==> src/rtl/pio_cmd_sequencer.sv <==
`default_nettype none
// ============================================================================
// Module : pio_cmd_sequencer
// Loads program then config words into the PIO command port, then
// round-robin arbitrates the port between runtime requesters.
// Rev    : 1.0
// ============================================================================
module pio_cmd_sequencer #(
  parameter int NREQ       = 2,
  parameter int PROG_LEN   = 32,
  parameter int CONF_DEPTH = 32
) (
  input  logic                 clk_i,
  input  logic                 reset_i,
  input  logic                 start_i,
  output logic [4:0]           prog_addr_o,
  input  logic [15:0]          prog_data_i,
  output logic [4:0]           conf_addr_o,
  input  logic [37:0]          conf_data_i,
  input  logic [5:0]           conf_len_i,
  output logic                 busy_o,
  output logic                 done_o,
  input  logic [NREQ-1:0]      req_valid_i,
  output logic [NREQ-1:0]      req_ready_o,
  input  logic [4*NREQ-1:0]    req_action_i,
  input  logic [32*NREQ-1:0]   req_din_i,
  input  logic [5*NREQ-1:0]    req_index_i,
  input  logic [2*NREQ-1:0]    req_mindex_i,
  output logic [3:0]           pio_action_o,
  output logic [31:0]          pio_din_o,
  output logic [4:0]           pio_index_o,
  output logic [1:0]           pio_mindex_o
);

  typedef enum logic [2:0] {
    S_IDLE    = 3'd0,
    S_PROG_RD = 3'd1,
    S_PROG_WR = 3'd2,
    S_CONF_RD = 3'd3,
    S_CONF_WR = 3'd4,
    S_RUN     = 3'd5
  } state_t;

  state_t      state_q, state_d;
  logic [5:0]  p_q, p_d, c_q, c_d, clen_q, clen_d;
  logic [1:0]  rr_q, rr_d;
  logic        done_q;
  logic [3:0]  act_q, act_d;
  logic [31:0] din_q, din_d;
  logic [4:0]  idx_q, idx_d;
  logic [1:0]  mix_q, mix_d;

  logic [3:0]   valid_pad, ready_pad;
  logic [15:0]  act_pad;
  logic [127:0] din_pad;
  logic [19:0]  idx_pad;
  logic [7:0]   mix_pad;
  logic [2:0]   cand;
  logic [1:0]   win;
  logic         found, accept;
  logic [5:0]   clen_start;

  // Requester buses padded to the 4-requester maximum so slices are fixed-width.
  assign valid_pad  = 4'(req_valid_i);
  assign act_pad    = 16'(req_action_i);
  assign din_pad    = 128'(req_din_i);
  assign idx_pad    = 20'(req_index_i);
  assign mix_pad    = 8'(req_mindex_i);
  assign clen_start = (conf_len_i > 6'(CONF_DEPTH)) ? 6'(CONF_DEPTH) : conf_len_i;

  always_comb begin
    found = 1'b0;
    win   = 2'd0;
    cand  = 3'd0;
    for (int k = 0; k < NREQ; k++) begin
      cand = 3'(rr_q) + 3'(k);
      if (cand >= 3'(NREQ)) cand = cand - 3'(NREQ);
      if (!found && valid_pad[cand[1:0]]) begin
        found = 1'b1;
        win   = cand[1:0];
      end
    end
  end

  // A start in RUN wins over any pending request.
  assign accept      = found && (state_q == S_RUN) && !start_i;
  assign ready_pad   = accept ? (4'b0001 << win) : 4'b0000;
  assign req_ready_o = ready_pad[NREQ-1:0];

  always_comb begin
    state_d = state_q;
    p_d     = p_q;
    c_d     = c_q;
    clen_d  = clen_q;
    rr_d    = rr_q;
    act_d   = 4'd0;
    din_d   = 32'd0;
    idx_d   = 5'd0;
    mix_d   = 2'd0;
    case (state_q)
      S_IDLE: state_d = S_IDLE;
      S_PROG_RD: state_d = S_PROG_WR;
      S_PROG_WR: begin
        act_d = 4'd1;
        din_d = {16'b0, prog_data_i};
        idx_d = p_q[4:0];
        if (p_q == 6'(PROG_LEN - 1)) begin
          c_d     = 6'd0;
          state_d = (clen_q == 6'd0) ? S_RUN : S_CONF_RD;
        end else begin
          p_d     = p_q + 6'd1;
          state_d = S_PROG_RD;
        end
      end
      S_CONF_RD: state_d = S_CONF_WR;
      S_CONF_WR: begin
        act_d = conf_data_i[35:32];
        din_d = conf_data_i[31:0];
        mix_d = conf_data_i[37:36];
        if (c_q == clen_q - 6'd1) begin
          state_d = S_RUN;
        end else begin
          c_d     = c_q + 6'd1;
          state_d = S_CONF_RD;
        end
      end
      S_RUN: begin
        if (accept) begin
          act_d = act_pad[{win, 2'b00} +: 4];
          din_d = din_pad[{win, 5'b00000} +: 32];
          idx_d = idx_pad[5'(win) * 5'd5 +: 5];
          mix_d = mix_pad[{win, 1'b0} +: 2];
          rr_d  = (win == 2'(NREQ - 1)) ? 2'd0 : win + 2'd1;
        end
      end
      default: state_d = S_IDLE;
    endcase
    if (start_i && (state_q == S_IDLE || state_q == S_RUN)) begin
      state_d = S_PROG_RD;
      p_d     = 6'd0;
      clen_d  = clen_start;
    end
  end

  always_ff @(posedge clk_i or posedge reset_i) begin
    if (reset_i) begin
      state_q <= S_IDLE;
      p_q     <= 6'd0;
      c_q     <= 6'd0;
      clen_q  <= 6'd0;
      rr_q    <= 2'd0;
      done_q  <= 1'b0;
      act_q   <= 4'd0;
      din_q   <= 32'd0;
      idx_q   <= 5'd0;
      mix_q   <= 2'd0;
    end else begin
      state_q <= state_d;
      p_q     <= p_d;
      c_q     <= c_d;
      clen_q  <= clen_d;
      rr_q    <= rr_d;
      // done trails entry into RUN by one cycle and drops as soon as a reload starts.
      done_q  <= (state_q == S_RUN) && (state_d == S_RUN);
      act_q   <= act_d;
      din_q   <= din_d;
      idx_q   <= idx_d;
      mix_q   <= mix_d;
    end
  end

  assign prog_addr_o  = (state_q == S_PROG_RD) ? p_q[4:0] : 5'd0;
  assign conf_addr_o  = (state_q == S_CONF_RD) ? c_q[4:0] : 5'd0;
  assign busy_o       = (state_q == S_PROG_RD) || (state_q == S_PROG_WR) ||
                        (state_q == S_CONF_RD) || (state_q == S_CONF_WR);
  assign done_o       = done_q;
  assign pio_action_o = act_q;
  assign pio_din_o    = din_q;
  assign pio_index_o  = idx_q;
  assign pio_mindex_o = mix_q;

endmodule
`default_nettype wire

==> config.mk <==
export PLATFORM = sky130hd
export DESIGN_NAME = pio_cmd_sequencer
export DESIGN_NICKNAME = d
export VERILOG_FILES = /design/src/rtl/pio_cmd_sequencer.sv
export SDC_FILE = /design/constraint.sdc
export NUM_CORES = 1
export LEC_CHECK = 0
export CAP_MARGIN = 25
export CORE_MARGIN = 5
export CORE_UTILIZATION = 34
export DETAILED_ROUTE_END_ITERATION = 8
export GPL_TIMING_DRIVEN = 0
export PLACE_DENSITY = 0.84
export SLEW_MARGIN = 20
export SYNTH_ARGS = -nofsm -noshare
export SYNTH_HDL_FRONTEND = slang
export SYNTH_SLANG_ARGS = --single-unit
==> constraint.sdc <==
create_clock -name clk_i -period 2.1 [get_ports clk_i]
set_input_delay 0.315 -clock clk_i [delete_from_list [all_inputs] [get_ports clk_i]]
set_output_delay 0.315 -clock clk_i [all_outputs]
set_load 0.005 [all_outputs]
==> reports/metrics.csv <==
metric;value;unit
status;finished with violations;
failing checks;negative setup slack;
highest metal used;met4;
Final ANT Viol Nets;0;
row cnt;36;
slowest stage cell on the critical path;or4_4;
starting DRC count in detailed routing;337;
I/O Buffers;207;
Setup Skew;7.11;ps
Post-Synthesis Cell Area;3340;um2
num ports;208;
slew of the pin with the lowest slew margin;498;ps
Antenna diodes;0;
crit path cell chain;or3_4, or4_4, a2111oi_4, buf_6, a21boi_4, o31a_1;
Layout area overhead;83.8;%
Synth Flop Type;dfrtp_1;
worst vdd ir;0.447;mV
largest net degree at the start of global routing;37;
Post-synth EDFFs;0;
drt drc;0;
max-cap violations;0;
fin. max-slew vios;0;
first-pass GRT wire length;20800;um
final hold slack;321;ps
Inst Count DP;670;
clock root cell;clkbuf_8;
critical setup path kind;register to register;
reg2reg end;state_q[1]$_DFF_PP0_;
die area;11900;um2
RePlAce Congestion;0.865;
HPWL after detailed placement;10400;um
Power Density;770;nW/um2
flop-to-flop setup slack;-50;ps
RSZ-0062 raised after global routing;true;
Ys Warns;0;
syn_area_per_cell;10.2;um2
grt ovf;0;
total CTS buffers;9;
fraction of layout instances using a drive strength above 1;0.136;
final hold viol count;0;
leakage power;2.53;nW
post-synthesis net count;486;
H-Tree Level Count;3;
CP Max Fanout;6;
Initial DRT Pass Iterations;9;
final worst path period share;1.02;
CTS tree;yes;
fin cells;705;
routed wl met3;1140;um
Met2 Wirelength;7690;um
Reg-to-Reg Start;clen_q[3]$_DFFE_PP0P_;
Netlist cell types;41;
final setup fails;2;
fin crit period;2150;ps
DP Area;5600;um2
Via density;5.39;
Post-Place Worst Slack;-1210;ps
slew margin rel.;0.665;
footprint of the multi-input gates;1640;um2
max incr delay on CP;440;ps
register bit total from synthesis;67;
final wirelength;14100;um
Die Ht;109;um
via count;3803;
Fmax achieved;0.466;GHz
gr usage total;0.231;
register clock-pin slew on the reported worst setup and hold paths;80;ps
Cells after Synth;329;
CP startpoint kind;register;
Hold Crit Class;input pin to async pin;
worst-case reg-to-reg path depth;6;
most common cell after layout, fill and taps aside;clkdlybuf4s50_1;
sequential area share after synthesis;0.502;
final worst slack;-46.1;ps
core area;9680;um2
FF+latch area;1680;um2
maximum clock path buffer count;2;
FILL cells;794;
Num Clock Sinks;67;
element type at the critical path end;register;
final net count;724;
initial cell density of the core;0.345;
clock insertion delay at the later pin of the skew report;350;ps
initial antenna violation count;0;
ys async rst share;1.00;
M1 wire length;4930;um
wire per inst;19.9;um
CP arrival;2380;ps
vias in the first global route;4037;
WP data required;2340;ps
final instance area;6140;um2
most frequent cells in the layout;clkdlybuf4s50_1 (193), dfrtp_1 (63), nand2_1 (45);
DIE WIDTH;109;um
final core utilization;0.634;
[what timing repair did]
item                                    4_1_cts  5_1_grt
endpoints found under the setup margin       71       42
buffers inserted                             15        6
pin swaps                                     8        7
hold buffers                                  0        0
gates resized for setup                      49       20
[sequential cells by signal, summed over array words and instances, names as in the netlist]
register      cells
pio_din_o        32
c_q               6
clen_q            6
p_q               6
pio_index_o       5
pio_action_o      4
state_q           3
pio_mindex_o      2
rr_q              2
done_o            1
[worst max path at each step]
stage,startpoint,to,slack (ps),depth (start not counted)
final,clen_q[3]$_DFFE_PP0P_,state_q[1]$_DFF_PP0_,-50,6
after global routing,clen_q[3]$_DFFE_PP0P_,state_q[1]$_DFF_PP0_,-110,6
after CTS,clen_q[3]$_DFFE_PP0P_,state_q[1]$_DFF_PP0_,-90,6
after detailed placement,start_i,req_ready_o[1],-1210,6
after global placement,start_i,req_ready_o[1],-1210,6
after floorplan,clen_q[3]$_DFFE_PP0P_,state_q[1]$_DFF_PP0_,-20,5
[synthesized netlist by cell type, types with 3 or more instances]
cell type | instances | area share
dfrtp_1 | 67 | 0.50
nand2_1 | 46 | 0.052
a222oi_1 | 42 | 0.13
nor2_1 | 28 | 0.031
a21oi_1 | 23 | 0.034
clkbuf_1 | 23 | 0.026
and2_1 | 12 | 0.022
inv_1 | 9 | 0.010
o21ai_0 | 9 | 0.013
xnor2_1 | 9 | 0.024
ha_1 | 6 | 0.022
mux2i_1 | 6 | 0.018
nand3b_1 | 5 | 0.011
nor2b_1 | 5 | 0.0094
nand4_1 | 3 | 0.0056
xor2_1 | 3 | 0.0079
[kinds of logic after synthesis]
logic type / Yosys count / share of synthesized area
DFF: 67 / 0.502
AOI/OAI and AO/OA: 88 / 0.215
xor gates and xnor gates: 12 / 0.0315
adders and majority gates: 6 / 0.0225
muxes: 6 / 0.0180
and+or+nand+nor: 118 / 0.175
buffers and inverters: 32 / 0.0360
[worst max-delay path, delay by kind of cell, from the launching register on]
family,cells,cell delay [ps]
flops,1,410
buf+inv,1,190
simple gates,2,810
compound gates,3,620
[metrics by stage]
stage | power (mW) | TNS, ps
after floorplan | 2.37 | -20.9
after global placement | 2.91 | -89830
after detailed placement | 2.98 | -23950
after CTS | 4.57 | -140
after global routing | 4.95 | -334
final | 4.73 | -69.8
[layer usage]
metal,vias to the layer above,GRT usage
met5,-,0
met1,1862,0.249
met4,0,0.0920
met2,206,0.418
li1,1717,-
met3,18,0.0734
[final cells by class]
type                       count  share of cell area
timing repair buffer         229               0.365
clock buffer                  13              0.0291
clock inverter                 3              0.0110
inverter                       9             0.00591
tap                          133              0.0271
multi-input combinational    230               0.267
buffer                        21              0.0216
sequential                    67               0.274
[where the power goes]
part	internal, mW	switching [mW]	total, mW
clock network	0.799	0.513	1.31
registers	1.40	0.104	1.51
logic	0.968	0.943	1.91
Power figures use the tool's default switching activity.
